## src/rtl/coh_pkg.sv

```systemverilog
// rtl/coh_pkg.sv - shared coherence message, opcode and line-state definitions
// Imported by the L1 controller and its line store; the line-state codes match
// the directory's DI/DS/DM encoding so both ends agree on the meaning of a state.
package coh_pkg;

  localparam int MSG_W    = 22;
  localparam int OP_LSB   = 16;
  localparam int ADDR_LSB = 13;
  localparam int NODE_POS = 12;

  localparam logic [MSG_W-1:0] IDLE_MSG = 22'h3FFFFF;

  localparam logic [2:0] OP_READ_MISS  = 3'b000;
  localparam logic [2:0] OP_WRITE_MISS = 3'b001;
  localparam logic [2:0] OP_UPGRADE    = 3'b010;
  localparam logic [2:0] OP_WRITE_BACK = 3'b011;
  localparam logic [2:0] OP_DATA_REPLY = 3'b100;
  localparam logic [2:0] OP_INV_REQ    = 3'b101;
  localparam logic [2:0] OP_FETCH      = 3'b110;
  localparam logic [2:0] OP_FETCH_INV  = 3'b111;

  localparam logic [1:0] DI = 2'b00;
  localparam logic [1:0] DS = 2'b01;
  localparam logic [1:0] DM = 2'b10;

  typedef enum logic [2:0] {
    ST_IDLE,
    ST_WB_VICTIM,
    ST_SEND_REQ,
    ST_WAIT_REPLY,
    ST_RESP
  } l1_state_t;

  function automatic logic [MSG_W-1:0] make_msg(input logic [2:0] op, input logic [2:0] addr,
                                                input logic node, input logic [11:0] data);
    return {3'b000, op, addr, node, data};
  endfunction

endpackage

```

## src/rtl/l1_line_store.sv

```systemverilog
// rtl/l1_line_store.sv - direct-mapped tag/state/data array for the L1 controller
// Ports:
//   clock, reset                  : clock, synchronous active-high reset (all lines to DI)
//   rd_idx -> rd_tag/state/data   : combinational read port for the FSM
//   wr_en/wr_idx/wr_tag/state/data: full-line write port for the FSM
//   snp_idx -> snp_tag/state/data : combinational lookup for incoming snoops
//   snp_upd/snp_new_state         : state-only update from the snoop path
module l1_line_store
  import coh_pkg::*;
#(
  parameter int LINES = 4
) (
  input  logic        clock,
  input  logic        reset,
  input  logic [1:0]  rd_idx,
  output logic        rd_tag,
  output logic [1:0]  rd_state,
  output logic [11:0] rd_data,
  input  logic        wr_en,
  input  logic [1:0]  wr_idx,
  input  logic        wr_tag,
  input  logic [1:0]  wr_state,
  input  logic [11:0] wr_data,
  input  logic [1:0]  snp_idx,
  output logic        snp_tag,
  output logic [1:0]  snp_state,
  output logic [11:0] snp_data,
  input  logic        snp_upd,
  input  logic [1:0]  snp_new_state
);

  logic        tag_q   [LINES];
  logic [1:0]  state_q [LINES];
  logic [11:0] data_q  [LINES];

  assign rd_tag    = tag_q[rd_idx];
  assign rd_state  = state_q[rd_idx];
  assign rd_data   = data_q[rd_idx];
  assign snp_tag   = tag_q[snp_idx];
  assign snp_state = state_q[snp_idx];
  assign snp_data  = data_q[snp_idx];

  always_ff @(posedge clock) begin
    if (reset) begin
      for (int i = 0; i < LINES; i++) begin
        tag_q[i]   <= 1'b0;
        state_q[i] <= DI;
        data_q[i]  <= 12'h000;
      end
    end else begin
      if (wr_en) begin
        tag_q[wr_idx]   <= wr_tag;
        state_q[wr_idx] <= wr_state;
        data_q[wr_idx]  <= wr_data;
      end
      // A snoop reflects the directory's view of the line, so its state
      // update wins over an FSM write to the same line in the same cycle.
      if (snp_upd) begin
        state_q[snp_idx] <= snp_new_state;
      end
    end
  end

endmodule

```

## src/rtl/l1_coherence_ctrl.sv

```systemverilog
// rtl/l1_coherence_ctrl.sv - private L1 cache coherence controller for one CPU node
// Ports:
//   clock, reset             : clock, synchronous active-high reset
//   cpu_req_valid/write/addr/wdata, cpu_req_ready : CPU load/store request handshake
//   cpu_resp_valid, cpu_resp_rdata                : one-cycle completion pulse with line data
//   bus_req, bus_grant       : common-bus arbitration
//   bus_out, bus_in          : outgoing / incoming coherence messages, all-ones when idle
module l1_coherence_ctrl
  import coh_pkg::*;
#(
  parameter int NODE_ID = 0,
  parameter int LINES   = 4
) (
  input  logic        clock,
  input  logic        reset,
  input  logic        cpu_req_valid,
  input  logic        cpu_req_write,
  input  logic [2:0]  cpu_req_addr,
  input  logic [11:0] cpu_req_wdata,
  output logic        cpu_req_ready,
  output logic        cpu_resp_valid,
  output logic [11:0] cpu_resp_rdata,
  output logic        bus_req,
  input  logic        bus_grant,
  output logic [21:0] bus_out,
  input  logic [21:0] bus_in
);

  localparam logic NODE_BIT = 1'(NODE_ID);

  l1_state_t   state;
  logic [2:0]  pend_addr;
  logic        pend_write;
  logic        pend_upgrade;
  logic [11:0] pend_wdata;
  logic        snp_valid;
  logic [21:0] snp_msg;

  logic [1:0]  rd_idx;
  logic        rd_tag;
  logic [1:0]  rd_state;
  logic [11:0] rd_data;
  logic        wr_en;
  logic [1:0]  wr_idx;
  logic        wr_tag;
  logic [1:0]  wr_state;
  logic [11:0] wr_data;
  logic        snp_tag;
  logic [1:0]  snp_state;
  logic [11:0] snp_data;
  logic        snp_upd;
  logic [1:0]  snp_new_state;

  logic [2:0]  in_op;
  logic [2:0]  in_addr;
  logic [2:0]  req_op;
  logic        for_me, accept, hit, fast_hit, granted, drain, fsm_grant;
  logic        reply, snp_match, new_fetch;

  assign in_op   = bus_in[OP_LSB +: 3];
  assign in_addr = bus_in[ADDR_LSB +: 3];

  l1_line_store #(.LINES(LINES)) u_store (
    .clock         (clock),
    .reset         (reset),
    .rd_idx        (rd_idx),
    .rd_tag        (rd_tag),
    .rd_state      (rd_state),
    .rd_data       (rd_data),
    .wr_en         (wr_en),
    .wr_idx        (wr_idx),
    .wr_tag        (wr_tag),
    .wr_state      (wr_state),
    .wr_data       (wr_data),
    .snp_idx       (in_addr[1:0]),
    .snp_tag       (snp_tag),
    .snp_state     (snp_state),
    .snp_data      (snp_data),
    .snp_upd       (snp_upd),
    .snp_new_state (snp_new_state)
  );

  always_comb begin
    for_me    = (bus_in != IDLE_MSG) && (bus_in[NODE_POS] == NODE_BIT);
    accept    = (state == ST_IDLE) && cpu_req_ready && cpu_req_valid;
    // In IDLE the read port looks up the incoming request; afterwards it
    // tracks the pending line (which is also the victim slot).
    rd_idx    = (state == ST_IDLE) ? cpu_req_addr[1:0] : pend_addr[1:0];
    hit       = (rd_state != DI) && (rd_tag == cpu_req_addr[2]);
    fast_hit  = hit && (!cpu_req_write || rd_state == DM);
    granted   = bus_req && bus_grant;
    drain     = granted && snp_valid;
    fsm_grant = granted && !snp_valid;
    reply     = (state == ST_WAIT_REPLY) && for_me && (in_op == OP_DATA_REPLY) &&
                (in_addr == pend_addr);
    snp_match = for_me && (snp_state != DI) && (snp_tag == in_addr[2]);
    // A fetch is only honoured when the writeback buffer is free.
    new_fetch = snp_match && (snp_state == DM) && !snp_valid &&
                ((in_op == OP_FETCH) || (in_op == OP_FETCH_INV));
    snp_upd   = (snp_match && (in_op == OP_INV_REQ)) || new_fetch;
    snp_new_state = (in_op == OP_FETCH) ? DS : DI;
    req_op    = pend_upgrade ? OP_UPGRADE : (pend_write ? OP_WRITE_MISS : OP_READ_MISS);

    wr_en    = 1'b0;
    wr_idx   = rd_idx;
    wr_tag   = rd_tag;
    wr_state = DI;
    wr_data  = rd_data;
    if (accept && cpu_req_write && fast_hit) begin
      wr_en    = 1'b1;
      wr_state = DM;
      wr_data  = cpu_req_wdata;
    end else if (accept && !hit && rd_state == DS) begin
      wr_en = 1'b1;                       // clean victim dropped silently
    end else if (state == ST_WB_VICTIM && fsm_grant) begin
      wr_en = 1'b1;                       // dirty victim leaves once written back
    end else if (reply) begin
      // A store (miss or upgrade, even if invalidated meanwhile) ends with
      // the whole word replaced by the store data, so the reply is not needed.
      wr_en    = 1'b1;
      wr_tag   = pend_addr[2];
      wr_state = pend_write ? DM : DS;
      wr_data  = pend_write ? pend_wdata : bus_in[11:0];
    end
  end

  always_ff @(posedge clock) begin
    if (reset) begin
      state          <= ST_IDLE;
      cpu_req_ready  <= 1'b0;
      cpu_resp_valid <= 1'b0;
      cpu_resp_rdata <= 12'h000;
      bus_req        <= 1'b0;
      bus_out        <= IDLE_MSG;
      snp_valid      <= 1'b0;
      snp_msg        <= IDLE_MSG;
      pend_addr      <= 3'd0;
      pend_write     <= 1'b0;
      pend_upgrade   <= 1'b0;
      pend_wdata     <= 12'h000;
    end else begin
      cpu_resp_valid <= 1'b0;
      bus_out        <= drain ? snp_msg : IDLE_MSG;
      cpu_req_ready  <= ((state == ST_IDLE) && !accept) || (state == ST_RESP);
      // Drop the request for one cycle after every grant, then re-request
      // if the buffer or the FSM still has something to send.
      bus_req <= !granted && (snp_valid || new_fetch || state == ST_WB_VICTIM ||
                              state == ST_SEND_REQ || (accept && !fast_hit));
      if (new_fetch) begin
        snp_valid <= 1'b1;
        snp_msg   <= make_msg(OP_WRITE_BACK, in_addr, NODE_BIT, snp_data);
      end else if (drain) begin
        snp_valid <= 1'b0;
      end

      case (state)
        ST_IDLE: begin
          if (accept) begin
            pend_addr    <= cpu_req_addr;
            pend_write   <= cpu_req_write;
            pend_wdata   <= cpu_req_wdata;
            pend_upgrade <= cpu_req_write && hit && (rd_state == DS);
            if (fast_hit)            state <= ST_RESP;
            else if (hit)            state <= ST_SEND_REQ;
            else if (rd_state == DM) state <= ST_WB_VICTIM;
            else                     state <= ST_SEND_REQ;
          end
        end
        ST_WB_VICTIM: begin
          if (fsm_grant) begin
            bus_out <= make_msg(OP_WRITE_BACK, {rd_tag, pend_addr[1:0]}, NODE_BIT, rd_data);
            state   <= ST_SEND_REQ;
          end
        end
        ST_SEND_REQ: begin
          if (fsm_grant) begin
            bus_out <= make_msg(req_op, pend_addr, NODE_BIT, 12'h000);
            state   <= ST_WAIT_REPLY;
          end
        end
        ST_WAIT_REPLY: begin
          if (reply) state <= ST_RESP;
        end
        ST_RESP: begin
          cpu_resp_valid <= 1'b1;
          cpu_resp_rdata <= rd_data;
          state          <= ST_IDLE;
        end
        default: state <= ST_IDLE;
      endcase
    end
  end

endmodule

```

## config.mk

```make
export PLATFORM = sky130hd
export DESIGN_NAME = l1_coherence_ctrl
export DESIGN_NICKNAME = d
export VERILOG_FILES = /design/src/rtl/coh_pkg.sv /design/src/rtl/l1_line_store.sv /design/src/rtl/l1_coherence_ctrl.sv
export SDC_FILE = /design/constraint.sdc
export NUM_CORES = 1
export LEC_CHECK = 0
export BUFFER_PORTS_ARGS = -buffer_cell sky130_fd_sc_hd__buf_4
export CAP_MARGIN = 20
export CELL_PAD_IN_SITES_DETAIL_PLACEMENT = 1
export CELL_PAD_IN_SITES_GLOBAL_PLACEMENT = 2
export CORE_ASPECT_RATIO = 1.2
export CORE_MARGIN = 10
export CORE_UTILIZATION = 38
export DETAILED_ROUTE_END_ITERATION = 8
export PLACE_DENSITY = 0.83
export SLEW_MARGIN = 15
export SYNTH_ARGS = -nofsm -noshare
export SYNTH_HDL_FRONTEND = slang
export SYNTH_SLANG_ARGS = --single-unit
```

## constraint.sdc

```tcl
create_clock -name clock -period 3.24 [get_ports clock]
set_input_delay 0.648 -clock clock [delete_from_list [all_inputs] [get_ports clock]]
set_output_delay 0.648 -clock clock [all_outputs]
set_load 0.01 [all_outputs]
```

Word-level counts from Yosys, hierarchy flattened
Memories as Yosys holds them, arrays and structs flattened. A register that Yosys moved wholly into a read port is not among the register bits.
Cells that the tools add are included.
W data, S select, Z words.
{"block": "word_totals", "memories": 3, "inputBits": 42, "ram_bits": 60, "reg_bits": 78, "out_inout_bits": 37}
{"memory": "u_store.data_q", "depth": 4, "width": 12, "read_ports": 2, "rd_clocked_by_memory_dff": 1, "write_ports": 4, "line_no": "l1_line_store.sv:34", "text": "logic [11:0] data_q [LINES];"}
{"memory": "u_store.state_q", "depth": 4, "width": 2, "read_ports": 2, "rd_clocked_by_memory_dff": 0, "write_ports": 4, "line_no": "l1_line_store.sv:33", "text": "logic [1:0] state_q [LINES];"}
{"memory": "u_store.tag_q", "depth": 4, "width": 1, "read_ports": 2, "rd_clocked_by_memory_dff": 0, "write_ports": 4, "line_no": "l1_line_store.sv:32", "text": "logic tag_q [LINES];"}
{"block": "op_classes", "n_reduce_logical": 51, "mux": 57, "bitwise_logic": 1, "eq_ne": 19}
{"op": "$mux W12", "n": 6}
{"op": "$mux W22", "n": 3}
{"op": "$pmux W22 S2", "n": 1}
{"op": "$mux W2", "n": 15}
{"op": "$logic_and A1 B1 Y1", "n": 27}
{"op": "$mux W1", "n": 26}
{"op": "$ne A22 B22 Y1 const B", "n": 1}
{"op": "$eq A3 B3 Y1 const B", "n": 5}
{"op": "$mux W3", "n": 5}
{"op": "$pmux W3 S4", "n": 1}
{"op": "$reduce_or A12 Y1", "n": 1}
{"op": "$logic_or A1 B1 Y1", "n": 8}
{"op": "$ne A2 B2 Y1 const B", "n": 4}
{"op": "$eq A3 B2 Y1 const B", "n": 2}
{"op": "$logic_not A1 Y1", "n": 6}
{"op": "$reduce_bool A2 Y1", "n": 3}
{"op": "$eq A2 B2 Y1 const B", "n": 2}
{"op": "$reduce_and A4 Y1", "n": 1}
{"op": "$reduce_or A2 Y1", "n": 2}
{"op": "$eq A3 B1 Y1 const B", "n": 1}
{"op": "$eq A3 B3 Y1", "n": 1}
{"op": "$logic_not A3 Y1", "n": 1}
{"op": "$eq A1 B1 Y1", "n": 2}
{"op": "$eq A2 B1 Y1 const B", "n": 1}
{"op": "3 further kinds", "n": 3}

Depth between registers and ports, before layout
An unclocked memory read counts as a cell.
{"block": "logic_depth", "ltp_word": 15, "mapped_depth": 8, "depth_no_buf": 5}

By module
From an unflattened synthesis, not the netlist that was laid out.
{"block": "unflattened", "hier_cells": 608, "area_unflattened_um2": 6626.4}
{"mod": "l1_coherence_ctrl", "seq_area_each_um2": 1401.3, "n_inst": 1, "cells_per_inst": 416, "area_per_inst_um2": 3438.3}
{"mod": "l1_line_store", "seq_area_each_um2": 1801.7, "n_inst": 1, "cells_per_inst": 192, "area_per_inst_um2": 3188.1}

Worst setup path after synthesis
No wires, ideal clock.
{"block": "synth_timing", "path_kind": "input -> register", "startpoint": "in cpu_req_addr[0]", "endpoint": "mem u_store.data_q[0][0], enable pin", "cell_stages": 7, "arrival_ps": 2549, "setup_slack_ps": 367, "setup_time_ps": 324, "n_path_buf": 2, "cell_sequence": "buf_2 -> mux4_2 -> xor2_1 -> or3_1 -> buf_2 -> a31oi_1 -> or2_2"}
{"item": "start, declared", "line_no": "l1_coherence_ctrl.sv:18", "text": "input logic [2:0] cpu_req_addr,"}
{"item": "end, declared", "line_no": "l1_line_store.sv:34"}

==> results.md <==
- Antenna violation net count after detailed routing: 0
- Number of buffers inserted by port buffering: 75
- Post-Synthesis Mean Instance Area: between 9 and 10 sq um
- Skew-Pair Late Insertion Delay: around 0.42 ns
- Count of H-tree levels built during CTS: 4
- Nets: about 810
- DRC violation count after routing: 0
- Result of the run: complete, no violations
- Setup repair after global routing missed its margin: no
- Full die area: 24,000 sq um
- Worst R2R Setup Slack: between 0.3 and 0.4 ns
- Initial Util: 0.384
- Die width: between 100 and 150 um
- GPL Wtd Cong: roughly 0.90
- CTS buffer count: 17
- Crit-path cells: or3_1 -> or3_1 -> or3_1 -> a31oi_1 -> or2_2 -> buf_12
- Antenna Cells: 0
- Launching element type of the critical path: register
- HPWL after detailed placement: ~18,000 um
- Fraction of the mapped netlist area in compound gates: 0.224
- Warnings from Yosys: 0
- Total length of routed wires: between 20,000 and 30,000 um
- TritonCTS clock tree: yes
- Area delta synth->final: 22.4%
- Root buffer selected by CTS: sky130_fd_sc_hd__clkbuf_16
- Crit-path max FO: 17
- Buffers inserted during post-CTS setup optimization: 0
- Proportion of layout cells with a drive suffix above 1: 0.237
- Worst r2r dst: u_store.data_q[0][7]
- Number of synthesized register bits: 130
- Placeable Area: between 15,000 and 20,000 sq um
- Cell area after placement: 7850 sq um
- Number of flops mapped to enable cells by yosys: 56
- Final worst-path cycle share: 0.879
- Cell variety after synth: between 50 and 60
- Worst EP arrival: slightly below 3 ns
- Via count normalized by instance count: between 6 and 7
- Via count of the routed design: between 6,000 and 7,000
- P per Cell Area: roughly 530 nW/um^2
- Startpoint of the most critical register-to-register path: state[2]
- Xor/xnor cell area share of the yosys netlist: 0.00886
- Area of all placed cells without fillers: about 8500 sq um
- Number of I/O pins: around 80
- Vert. Die Dim: around 170 um
- Clock Skew: ~0.011 ns
- Cts hold-fix bufs: 0
- Final critical delay including setup and external delays: roughly 2.8 ns
- Number of standard cells after synthesis: ~700
- Post-Synthesis Cell Area: roughly 6900 sq um
- Sequential share of the synthesized area: 0.457
- Worst Setup SP: state[2]
- Worst Max-Slew Pin Slew: between 0.8 and 0.9 ns
- Cell with the largest stage delay on the worst path: sky130_fd_sc_hd__or3_1
- Sum of overflow across all layers after global routing: 0
- Hold Startpoint: cpu_resp_rdata[4]
- Max Fclk: between 300 and 400 MHz
- Setup CP Type: register to register
- Clock sink count: between 100 and 150
- Iteration count of the initial detailed-routing pass: 5
- Number of violations of the max-capacitance limit: 0
- Global-route total usage across every layer: 0.210
- Required @ worst endpoint: ~3.4 ns
- Total Negative Setup Slacks: 0 ns
- Multiplexer share of the synthesized area: 0.0980
- Worst Hold Class: register to register
- Net count after synthesis: approximately 740
- Starting DRT DRC Count: ~640
- Synthesized-area fraction occupied by adder cells: 0
- Leak: 0.00298 uW
- Endpoint of the worst hold path: cpu_resp_rdata[4]
- Max Slew Vio Count: 0
- Combinational family with the most area after synthesis: compound AO/OA/AOI/OAI gates
- Hold Fails Final Rpt: 0
- Cells resized by post-CTS repair: 0
- Worst hold path depth: 2
- Async set-or-reset flop fraction in the synthesized netlist: 0
- Slowest cell delay on critical path: ~0.52 ns
- Core Rows: between 50 and 60
- Drt wl/cell: around 25 um
- Slew Limit Headroom: 0.455
- Most used cell, CP: sky130_fd_sc_hd__or3_1
- Clk buf depth: 2
- Clock edge transition at the registers on the reported setup and hold paths: roughly 0.060 ns
- Maximum number of pins on one net before global-route repair: 51
- Sort of element at the end of the critical path: register
- Length in cells of the worst reg-to-reg path: 6
- Peak supply drop: between 0.3 and 0.4 mV
- Final setup vio count: 0
- Top flip-flop cell by instance count after synthesis: sky130_fd_sc_hd__dfxtp_1
- Basic-gate share of the synthesized area counting and, or, nand and nor cells: 0.167
- Global-route wire length before repair: roughly 38,000 um
- Min Hold Slack: between 0.4 and 0.5 ns
- Antenna violations before repair: 0
- Vias in the first global route: ~6,500
==> cells by family (layout without fill, tap and decap cells) <==
| kind of cell | count (synthesis) | in the layout |
|---|---|---|
| AND/OR/NAND/NOR | 226 | 226 |
| AO/OA/AOI/OAI | 225 | 225 |
| flip-flops | 130 | 130 |
| buffers and inverters | 71 | 149 |
| multiplexers | 40 | 40 |
| XOR/XNOR | 7 | 7 |
==> worst max path at each step <==
stage,to,slack [ns],depth (start not counted)
after floorplan,u_store.data_q[0][0],0.37,7
after global placement,u_store.data_q[2][10],0.21,7
after detailed placement,u_store.data_q[2][10],0.15,7
after CTS,u_store.data_q[0][7],0.44,6
after global routing,u_store.tag_q[0],0.33,6
final,u_store.data_q[0][7],0.39,6
==> per-stage QoR <==
step / power (uW) / setup slack (ns) / util / instances
floorplan: 2190 / 0.367 / - / 699
global placement: 2420 / 0.212 / 0.435 / 969
detailed placement: 2450 / 0.151 / 0.435 / 969
CTS: 4470 / 0.444 / 0.469 / 1001
global route: 4610 / 0.332 / 0.469 / 1001
finish: 4460 / 0.393 / 0.469 / 1001
==> placed cells by master, fill, tap and decap left out, types with 17 or more instances in the layout <==
cell,instances
sky130_fd_sc_hd__buf_4,103
sky130_fd_sc_hd__dfxtp_1,74
sky130_fd_sc_hd__nand3_1,66
sky130_fd_sc_hd__nand2_1,59
sky130_fd_sc_hd__edfxtp_1,56
sky130_fd_sc_hd__a21oi_1,50
sky130_fd_sc_hd__o2bb2ai_1,48
sky130_fd_sc_hd__o21ai_0,42
sky130_fd_sc_hd__mux4_2,22
sky130_fd_sc_hd__a31oi_1,21
sky130_fd_sc_hd__nor3_1,19
sky130_fd_sc_hd__clkbuf_16,17
==> critical path, delay by kind of cell (launching register included) <==
family                 cells  cell delay, ns
buffers and inverters      1            0.16
AND/OR/NAND/NOR            4            1.54
AO/OA/AOI/OAI              1            0.34
flip-flops                 1            0.50
==> Yosys cell counts, drive strengths merged, types with 2 or more instances <==
master,count,area share
nand2,59,0.032
nor2,19,0.012
and2,2,0.0018
edfxtp,56,0.24
nor3b,2,0.0022
xnor2,5,0.0063
a21oi,50,0.036
dfxtp,74,0.21
or3,9,0.0081
or4b,2,0.0029
a2111o,2,0.0033
nor2b,16,0.014
o31a,3,0.0038
o221a,4,0.0065
clkbuf,44,0.024
o21bai,15,0.016
nand2b,16,0.014
mux4,22,0.072
a221oi,2,0.0025
o2bb2ai,48,0.061
o21ai,42,0.030
nand4bb,2,0.0033
or2,5,0.0045
o32ai,4,0.0051
mux2i,16,0.023
nor4,2,0.0018
mux2,2,0.0033
nand3,66,0.048
inv,6,0.0033
a2111oi,2,0.0025
a211o,15,0.019
nor3,19,0.014
o31ai,5,0.0061
a31oi,21,0.019
o22ai,4,0.0036
buf,21,0.018
xor2,2,0.0025
nand3b,2,0.0022
a21o,4,0.0043
==> report_power, final <==
| part | internal [uW] | switching [uW] |
|---|---|---|
| logic | 233 | 379 |
| clock network | 1250 | 787 |
| registers | 1760 | 53.2 |
| total | 3240 | 1220 |
==> per-layer routing <==
layer | up-vias | GRT usage | routed length [um]
met3 | 48 | 0.0411 | 1430
met4 | 0 | 0.0791 | 643
met2 | 252 | 0.366 | 13000
met5 | - | 0 | 0
li1 | 2810 | - | -
met1 | 3118 | 0.247 | 10400
==> state kept, by name, summed over array words and instances (netlist names) <==
signal	flops
snp_msg	16
cpu_resp_rdata	12
bus_req	1
pend_upgrade	1
u_store.tag_q	4
u_store.state_q	8
u_store.data_q	48
pend_write	1
bus_out	18
cpu_req_ready	1
snp_valid	1
pend_addr	3
state	3
cpu_resp_valid	1
pend_wdata	12
==> area by class of cell <==
type,instances,area [sq um]
timing repair buffer,111,933
sequential,130,3160
tap,224,280
clock buffer,19,443
multi-input combinational,498,3450
fill,1937,9570
clock inverter,13,174
inverter,6,22.5
(Power assumes the default switching activity.)
